`config.mk`:
```
export PLATFORM = sky130hd
export DESIGN_NAME = gnr_attractor_ctrl
export DESIGN_NICKNAME = d
export VERILOG_FILES = /design/src/rtl/gnr_ctrl_pkg.sv /design/src/rtl/gnr_step_counter.sv /design/src/rtl/gnr_attractor_ctrl.sv
export SDC_FILE = /design/constraint.sdc
export NUM_CORES = 1
export LEC_CHECK = 0
export CAP_MARGIN = 30
export CORE_MARGIN = 10
export CORE_UTILIZATION = 51
export DETAILED_ROUTE_END_ITERATION = 16
export PLACE_DENSITY = 0.79
export SLEW_MARGIN = 20
export SYNTH_ARGS = -nofsm -noshare
export SYNTH_HDL_FRONTEND = slang
export SYNTH_HIERARCHICAL = 1
export SYNTH_SLANG_ARGS = --single-unit
```
`constraint.sdc`:
```
create_clock -name clk -period 3.9 [get_ports clk]
set_clock_uncertainty 0.15 [all_clocks]
set_input_delay 0.39 -clock clk [delete_from_list [all_inputs] [get_ports clk]]
set_output_delay 0.39 -clock clk [all_outputs]
set_load 0.03 [all_outputs]
```
`src/rtl/gnr_ctrl_pkg.sv`:
```
// Shared definitions for the gene-regulatory-network attractor sequencer:
// the controller state encoding and the default counter width.
package gnr_ctrl_pkg;

    localparam int GNR_DEFAULT_CW = 16;

    typedef enum logic [3:0] {
        S_IDLE = 4'd0,
        S_LOAD = 4'd1,
        S_P1A  = 4'd2,
        S_P1B  = 4'd3,
        S_C1   = 4'd4,
        S_P2A  = 4'd5,
        S_C2   = 4'd6,
        S_R3   = 4'd7,
        S_ADV  = 4'd8,
        S_C3   = 4'd9,
        S_P3A  = 4'd10,
        S_P3B  = 4'd11,
        S_DONE = 4'd12
    } gnr_state_t;

endpackage

```
`src/rtl/gnr_step_counter.sv`:
```
// Up-counter with clear, load and increment. o_hit reports whether the value
// the counter holds after this cycle's increment equals i_limit, so a state
// that increments can decide on the post-increment count in the same cycle.
module gnr_step_counter #(
    parameter int CW = 16
) (
    input  logic          clk,
    input  logic          rst,
    input  logic          i_clr,
    input  logic          i_load,
    input  logic [CW-1:0] i_load_val,
    input  logic          i_inc,
    input  logic [CW-1:0] i_limit,
    output logic [CW-1:0] o_count,
    output logic          o_hit
);

    localparam logic [CW-1:0] ONE = {{(CW-1){1'b0}}, 1'b1};

    logic [CW-1:0] r_count;
    logic [CW-1:0] w_after;

    // Value seen after this cycle's increment, used for the limit flag
    always_comb begin
        if (i_inc) begin
            w_after = r_count + ONE;
        end else begin
            w_after = r_count;
        end
    end

    assign o_hit   = (w_after == i_limit);
    assign o_count = r_count;

    // Count register: clear beats load beats increment
    always_ff @(posedge clk) begin
        if (rst) begin
            r_count <= {CW{1'b0}};
        end else if (i_clr) begin
            r_count <= {CW{1'b0}};
        end else if (i_load) begin
            r_count <= i_load_val;
        end else if (i_inc) begin
            r_count <= r_count + ONE;
        end else begin
            r_count <= r_count;
        end
    end

endmodule

```
`src/rtl/gnr_attractor_ctrl.sv`:
```
// Floyd cycle-detection sequencer for one GRN simulation instance. It loads
// the initial state into the dual-copy nodes, steps the half-rate tortoise
// (s0) and full-rate hare (s1), and reports transient length, attractor
// period and the first attractor state.
module gnr_attractor_ctrl
    import gnr_ctrl_pkg::*;
#(
    parameter int N_NODES   = 8,
    parameter int CW        = GNR_DEFAULT_CW,
    parameter int MAX_STEPS = (2 ** CW) - 1
) (
    input  logic               clk,
    input  logic               rst,
    input  logic               start,
    input  logic [N_NODES-1:0] init_vec,
    input  logic [N_NODES-1:0] s0_vec,
    input  logic [N_NODES-1:0] s1_vec,
    output logic               reset_nos,
    output logic [N_NODES-1:0] init_state,
    output logic               start_s0,
    output logic               start_s1,
    output logic               busy,
    output logic               done,
    output logic               timeout,
    output logic [CW-1:0]      transient,
    output logic [CW-1:0]      period,
    output logic [N_NODES-1:0] attractor
);

    localparam logic [CW-1:0] LIMIT = CW'(MAX_STEPS);

    gnr_state_t r_state;
    gnr_state_t w_next_state;

    logic               w_eq;
    logic               w_clr;
    logic               w_timeout;
    logic               w_i_load;
    logic               w_i_inc;
    logic               w_i_hit;
    logic [CW-1:0]      w_i_load_val;
    logic [CW-1:0]      w_unused_iter_count;
    logic               w_lam_inc;
    logic               w_lam_hit;
    logic [CW-1:0]      w_lam_count;
    logic               w_mu_inc;
    logic               w_mu_hit;
    logic [CW-1:0]      w_mu_count;

    logic               r_reset_nos;
    logic               r_start_s0;
    logic               r_start_s1;
    logic               r_busy;
    logic               r_done;
    logic               r_timeout;
    logic [N_NODES-1:0] r_init_state;
    logic [CW-1:0]      r_transient;
    logic [CW-1:0]      r_period;
    logic [N_NODES-1:0] r_attractor;

    assign w_eq = (s0_vec == s1_vec);

    // The iteration counter doubles as the advance counter: preloading it
    // with LIMIT-lambda makes it reach LIMIT after exactly lambda ADV cycles.
    assign w_i_load_val = LIMIT - w_lam_count;

    gnr_step_counter #(.CW(CW)) u_iter (
        .clk        (clk),
        .rst        (rst),
        .i_clr      (w_clr),
        .i_load     (w_i_load),
        .i_load_val (w_i_load_val),
        .i_inc      (w_i_inc),
        .i_limit    (LIMIT),
        .o_count    (w_unused_iter_count),
        .o_hit      (w_i_hit)
    );

    gnr_step_counter #(.CW(CW)) u_lambda (
        .clk        (clk),
        .rst        (rst),
        .i_clr      (w_clr),
        .i_load     (1'b0),
        .i_load_val ({CW{1'b0}}),
        .i_inc      (w_lam_inc),
        .i_limit    (LIMIT),
        .o_count    (w_lam_count),
        .o_hit      (w_lam_hit)
    );

    gnr_step_counter #(.CW(CW)) u_mu (
        .clk        (clk),
        .rst        (rst),
        .i_clr      (w_clr),
        .i_load     (1'b0),
        .i_load_val ({CW{1'b0}}),
        .i_inc      (w_mu_inc),
        .i_limit    (LIMIT),
        .o_count    (w_mu_count),
        .o_hit      (w_mu_hit)
    );

    // State register
    always_ff @(posedge clk) begin
        if (rst) begin
            r_state <= S_IDLE;
        end else begin
            r_state <= w_next_state;
        end
    end

    // Next-state and counter control; equality is checked before any limit
    always_comb begin
        w_next_state = r_state;
        w_clr        = 1'b0;
        w_timeout    = 1'b0;
        w_i_load     = 1'b0;
        w_i_inc      = 1'b0;
        w_lam_inc    = 1'b0;
        w_mu_inc     = 1'b0;
        case (r_state)
            S_IDLE: begin
                if (start) begin
                    w_next_state = S_LOAD;
                    w_clr        = 1'b1;
                end else begin
                    w_next_state = S_IDLE;
                end
            end
            S_LOAD: w_next_state = S_P1A;
            S_P1A:  w_next_state = S_P1B;
            S_P1B:  w_next_state = S_C1;
            S_C1: begin
                w_i_inc = 1'b1;
                if (w_eq) begin
                    w_next_state = S_P2A;
                end else if (w_i_hit) begin
                    w_next_state = S_DONE;
                    w_timeout    = 1'b1;
                end else begin
                    w_next_state = S_P1A;
                end
            end
            S_P2A:  w_next_state = S_C2;
            S_C2: begin
                w_lam_inc = 1'b1;
                if (w_eq) begin
                    w_next_state = S_R3;
                end else if (w_lam_hit) begin
                    w_next_state = S_DONE;
                    w_timeout    = 1'b1;
                end else begin
                    w_next_state = S_P2A;
                end
            end
            S_R3: begin
                w_i_load     = 1'b1;
                w_next_state = S_ADV;
            end
            S_ADV: begin
                w_i_inc = 1'b1;
                if (w_i_hit) begin
                    w_next_state = S_C3;
                end else begin
                    w_next_state = S_ADV;
                end
            end
            S_C3: begin
                if (w_eq) begin
                    w_next_state = S_DONE;
                end else begin
                    w_next_state = S_P3A;
                end
            end
            S_P3A:  w_next_state = S_P3B;
            S_P3B: begin
                w_mu_inc = 1'b1;
                if (w_mu_hit) begin
                    w_next_state = S_DONE;
                    w_timeout    = 1'b1;
                end else begin
                    w_next_state = S_C3;
                end
            end
            S_DONE:  w_next_state = S_IDLE;
            default: w_next_state = S_IDLE;
        endcase
    end

    // Node pulses and status decoded from the state being entered, so they are
    // registered yet line up with the state they belong to
    always_ff @(posedge clk) begin
        if (rst) begin
            r_reset_nos <= 1'b0;
            r_start_s0  <= 1'b0;
            r_start_s1  <= 1'b0;
            r_busy      <= 1'b0;
            r_done      <= 1'b0;
        end else begin
            r_reset_nos <= (w_next_state == S_LOAD) || (w_next_state == S_R3);
            r_start_s0  <= w_next_state inside {S_P1A, S_P1B, S_P3A, S_P3B};
            r_start_s1  <= w_next_state inside {S_P1A, S_P1B, S_P2A, S_ADV, S_P3A};
            r_busy      <= (w_next_state != S_IDLE);
            r_done      <= (w_next_state == S_DONE);
        end
    end

    // Captured initial state, held for the node loads in LOAD and R3
    always_ff @(posedge clk) begin
        if (rst) begin
            r_init_state <= {N_NODES{1'b0}};
        end else if (w_clr) begin
            r_init_state <= init_vec;
        end else begin
            r_init_state <= r_init_state;
        end
    end

    // Results change only on entry to DONE; a timeout forces them to zero
    always_ff @(posedge clk) begin
        if (rst) begin
            r_timeout   <= 1'b0;
            r_transient <= {CW{1'b0}};
            r_period    <= {CW{1'b0}};
            r_attractor <= {N_NODES{1'b0}};
        end else if (w_next_state == S_DONE) begin
            r_timeout   <= w_timeout;
            r_transient <= w_timeout ? {CW{1'b0}} : w_mu_count;
            r_period    <= w_timeout ? {CW{1'b0}} : w_lam_count;
            r_attractor <= w_timeout ? {N_NODES{1'b0}} : s0_vec;
        end else begin
            r_timeout   <= r_timeout;
            r_transient <= r_transient;
            r_period    <= r_period;
            r_attractor <= r_attractor;
        end
    end

    assign reset_nos  = r_reset_nos;
    assign init_state = r_init_state;
    assign start_s0   = r_start_s0;
    assign start_s1   = r_start_s1;
    assign busy       = r_busy;
    assign done       = r_done;
    assign timeout    = r_timeout;
    assign transient  = r_transient;
    assign period     = r_period;
    assign attractor  = r_attractor;

endmodule

```
==> metrics.md <==
| Metric | Value |
|---|---|
| Hold Path End | attractor[4]$_SDFFE_PP0P_ |
| Worst setup EP type | flop |
| Final setup vio count | 42 |
| Yosys top cell area share | 31.22% |
| Post-synth EDFFs | 0 |
| Die X | 135.4 um |
| Crit path launch | r_state[1]$_SDFF_PP0_ |
| Antenna Nets Post-Route | 0 |
| Finished Cell Area | ~9300 sq um |
| Tcrit/Tclk final | 103.2% |
| Pin count of the biggest net entering global routing | 42 |
| Worst r2r src | r_state[1]$_SDFF_PP0_ |
| Core area | 13140 sq um |
| Main synth FF type | dfxtp_1 |
| Seq/Total Area, Yosys | 31.22% |
| Area after DPL | about 8600 sq um |
| Power Total | 2631 uW |
| Tot GR Track Use | 19.38% |
| Antenna violations before repair | 0 |
| Final Critical Period | 4.023 ns |
| Area growth syn-to-layout | 37.04% |
| YS warnings | 6 |
| CTS H-tree depth | 3 |
| Hold Path Depth | 2 |
| Power per cell area | 282.5 nW/um^2 |
| Worst path max stage delay | slightly above 0.4 ns |
| Die area | 18340 sq um |
| First-pass GRT wire length | ~30000 um |
| Via density per instance | 5.107 |
| Placer Congestion | 0.9176 |
| CTS Buffer Depth | 2 |
| Worst-path cell chain | inv_1 > nor3_2 > nand3_1 > buf_4 > nor3_1 > nor3b_2 > xor2_1 > a211oi_1 > and4_1 > o21ai_0 > a2bb2oi_1 > o32a_1 > nand4_4 > buf_12 > buf_16 > mux2i_2 |
| Async SR Flop Fraction | 0% |
| Max cap viols | 0 |
| Most common cell after layout, fill and taps aside | conb_1 |
| GRT Residual Overflow | 0 |
| WL/cell | about 16 um |
| Hpwl dp | 13330 um |
| Worst-case reg-to-reg path depth | 16 |
| Clock-pin slew on the worst setup and hold paths | ~0.07 ns |
| DRC | 0 |
| Max VDD drop | 0.0002062 V |
| Synth unique cells | 64 |
| Arr. time, crit path | 4.11 ns |
| Port Buffers | 80 |
| WL final | 19660 um |
| Hold path startpoint | attractor[4]$_SDFFE_PP0P_ |
| Slowest CP cell | nor3_2 |
| Layout Nets | 1118 |
| CTS tree | done |
| Hold Path Class | reg -> reg |
| Worst Setup Slack, final | -0.1230 ns |
| Failing checks | setup timing |
| Mapped Cells | 829 |
| Synth Cell Area | 6797 sq um |
| Fillers | 967 |
| Req. time, crit path | 3.99 ns |
| Slew Limit Fails | 0 |
| Pleak | 0.003905 uW |
| Chip height | 135.4 um |
| # hold bufs at CTS | 0 |
| CTS Buf Count | 9 |
| Max transition margin | 57.38% |
| Total I/O pin count | slightly above 80 |
| Area leader, netlist | dfxtp_1 |
| Layout Cells excl Fill | 1268 |
| Placed cell count | 1234 |
| Number of global-route vias before repair | 5887 |
| # rows | between 40 and 50 |
| Post-Syn Area per Cell | 8.198 sq um |
| Initial Util | approximately 52% |
| R2r endpoint | attractor[7]$_SDFFE_PP0P_ |
| Critical path startpoint category | flop |
| Antenna Cells | 0 |
| Layout cells sized above 1 | 14.38% |
| Reg2reg setup slack | -0.12 ns |
| Top cells by area, synth | dfxtp_1 (31%), mux2i_1 (10%), xnor2_1 (8.1%), nor2_1 (6.4%), xor2_1 (4.9%) |
| Worst-Skew Late Latency | roughly 0.35 ns |
| Kind of critical path | reg -> reg |
| F_max | 248.6 MHz |
| CTS root buffer | clkbuf_16 |
| Clk sink count | around 110 |
| Drt initial violations | 520 |
| RSZ-0062 raised after global routing | yes |
| Via count | 6476 |
| Commonest non-fill, non-tap cells in the layout | conb_1 (132), nor2_1 (112), dfxtp_1 (105) |
| Outcome | finished with violations |
| Register bit total from synthesis | 106 |
| Worst-Margin Slew | 0.6303 ns |
| Final hold viol count | 0 |
| 1st-pass router iterations | 5 |
| Max FO, Critical Path | 7 |
## metal layers
metal	track usage (%)	wire, um
met1	25.86	8743
met2	31.25	9417
met3	3.709	1015
met4	5.203	483
met5	0	0
## state kept, by name (all words and copies together), names as in the netlist, 4 cells and up
signal,flops
u_mu/o_count,16
u_lambda/o_count,16
r_state,4
init_state,8
attractor,8
u_iter/o_count,16
period,16
transient,16
## kinds of logic after synthesis
group                    Yosys count  synth area share [%]
AND/OR/NAND/NOR                  361                 27.87
AO/OA/AOI/OAI                    105                 10.46
buffers and inverters             78                 5.597
flip-flops                       106                 31.22
multiplexers                      71                 10.47
XOR/XNOR                         103                 13.72
other                              2                0.1105
adder cells (fa/ha/maj)            3                0.5523
## report_power, final
group          leakage, uW  total (uW)  internal [uW]  switching [uW]
registers         0.000861        1170           1120            47.9
clock network     0.000138         902            496             406
logic              0.00291         559            257             302
## worst max path at each step
stage,cells past startpoint,slack [ns],end
6_report,16,-0.12,attractor[7]$_SDFFE_PP0P_
5_1_grt,17,-0.26,transient[9]$_SDFFE_PP0P_
4_1_cts,15,0.01,start_s1$_SDFF_PP0_
3_5_place_dp,15,-0.11,start_s1$_SDFF_PP0_
3_3_place_gp,15,-0.11,start_s1$_SDFF_PP0_
2_1_floorplan,18,0.0006,start_s1$_SDFF_PP0_
## synthesized netlist by cell type (3+ instances only)
library cell and count:
nor4_1 7, clkbuf_1 27, ha_1 3, nand4_1 10, o21ai_0 15, o21a_1 3
nand4_4 4, o22ai_1 3, and2_1 4, xnor2_1 63, nor3_1 26, nor4b_1 5
a31oi_1 4, nand3_1 24, a2111oi_0 3, xor2_1 38, nor2b_1 10, buf_2 16
a21oi_1 44, nand2b_1 34, and3_1 8, or2_2 3, a211oi_1 5, nor4_2 6
mux2i_1 70, nand2_1 79, buf_6 9, inv_1 25, o211ai_1 6, nor2_1 116
and4_1 7, dfxtp_1 106
## area by class of cell
type	instances	area (sq um)	share of cell area [%]
Inverter	25	93.84	1.008
Timing Repair Buffer	171	1644	17.65
Clock inverter	6	67.56	0.7254
Multi-Input combinational cell	775	4937	53.01
Tap cell	176	220.2	2.364
Sequential cell	106	2126	22.82
Clock buffer	9	225.2	2.418
## critical path, delay by kind of cell (launching register included)
kind / cells / cell delay, ns
compound gates: 4 / 0.93
mux: 1 / 0.15
buf+inv: 4 / 0.64
xor+xnor: 1 / 0.10
simple gates: 6 / 1.57
flops: 1 / 0.36
## metrics by stage
stage | utilization, % | TNS [ns] | setup WS [ns] | hold slack (ns)
finish | 70.90 | -4.268 | -0.1230 | 0.3160
CTS | 68.30 | 0 | 0.01103 | 0.3206
detailed placement | 65.72 | -3.917 | -0.1105 | 0.3058
global placement | 65.72 | -3.023 | -0.1070 | 0.2935
global route | 70.90 | -9.949 | -0.2574 | 0.3394
floorplan | - | 0 | 0.0006106 | 0.2814
## what timing repair did
action	4_1_cts	5_1_grt
pin swaps	3	14
setup buffers	2	11
endpoints found under the hold margin	0	0
endpoints found under the setup margin	42	45
cloned	0	6
gates resized for setup	7	27
No activity file was read; power rests on OpenSTA's default activity.
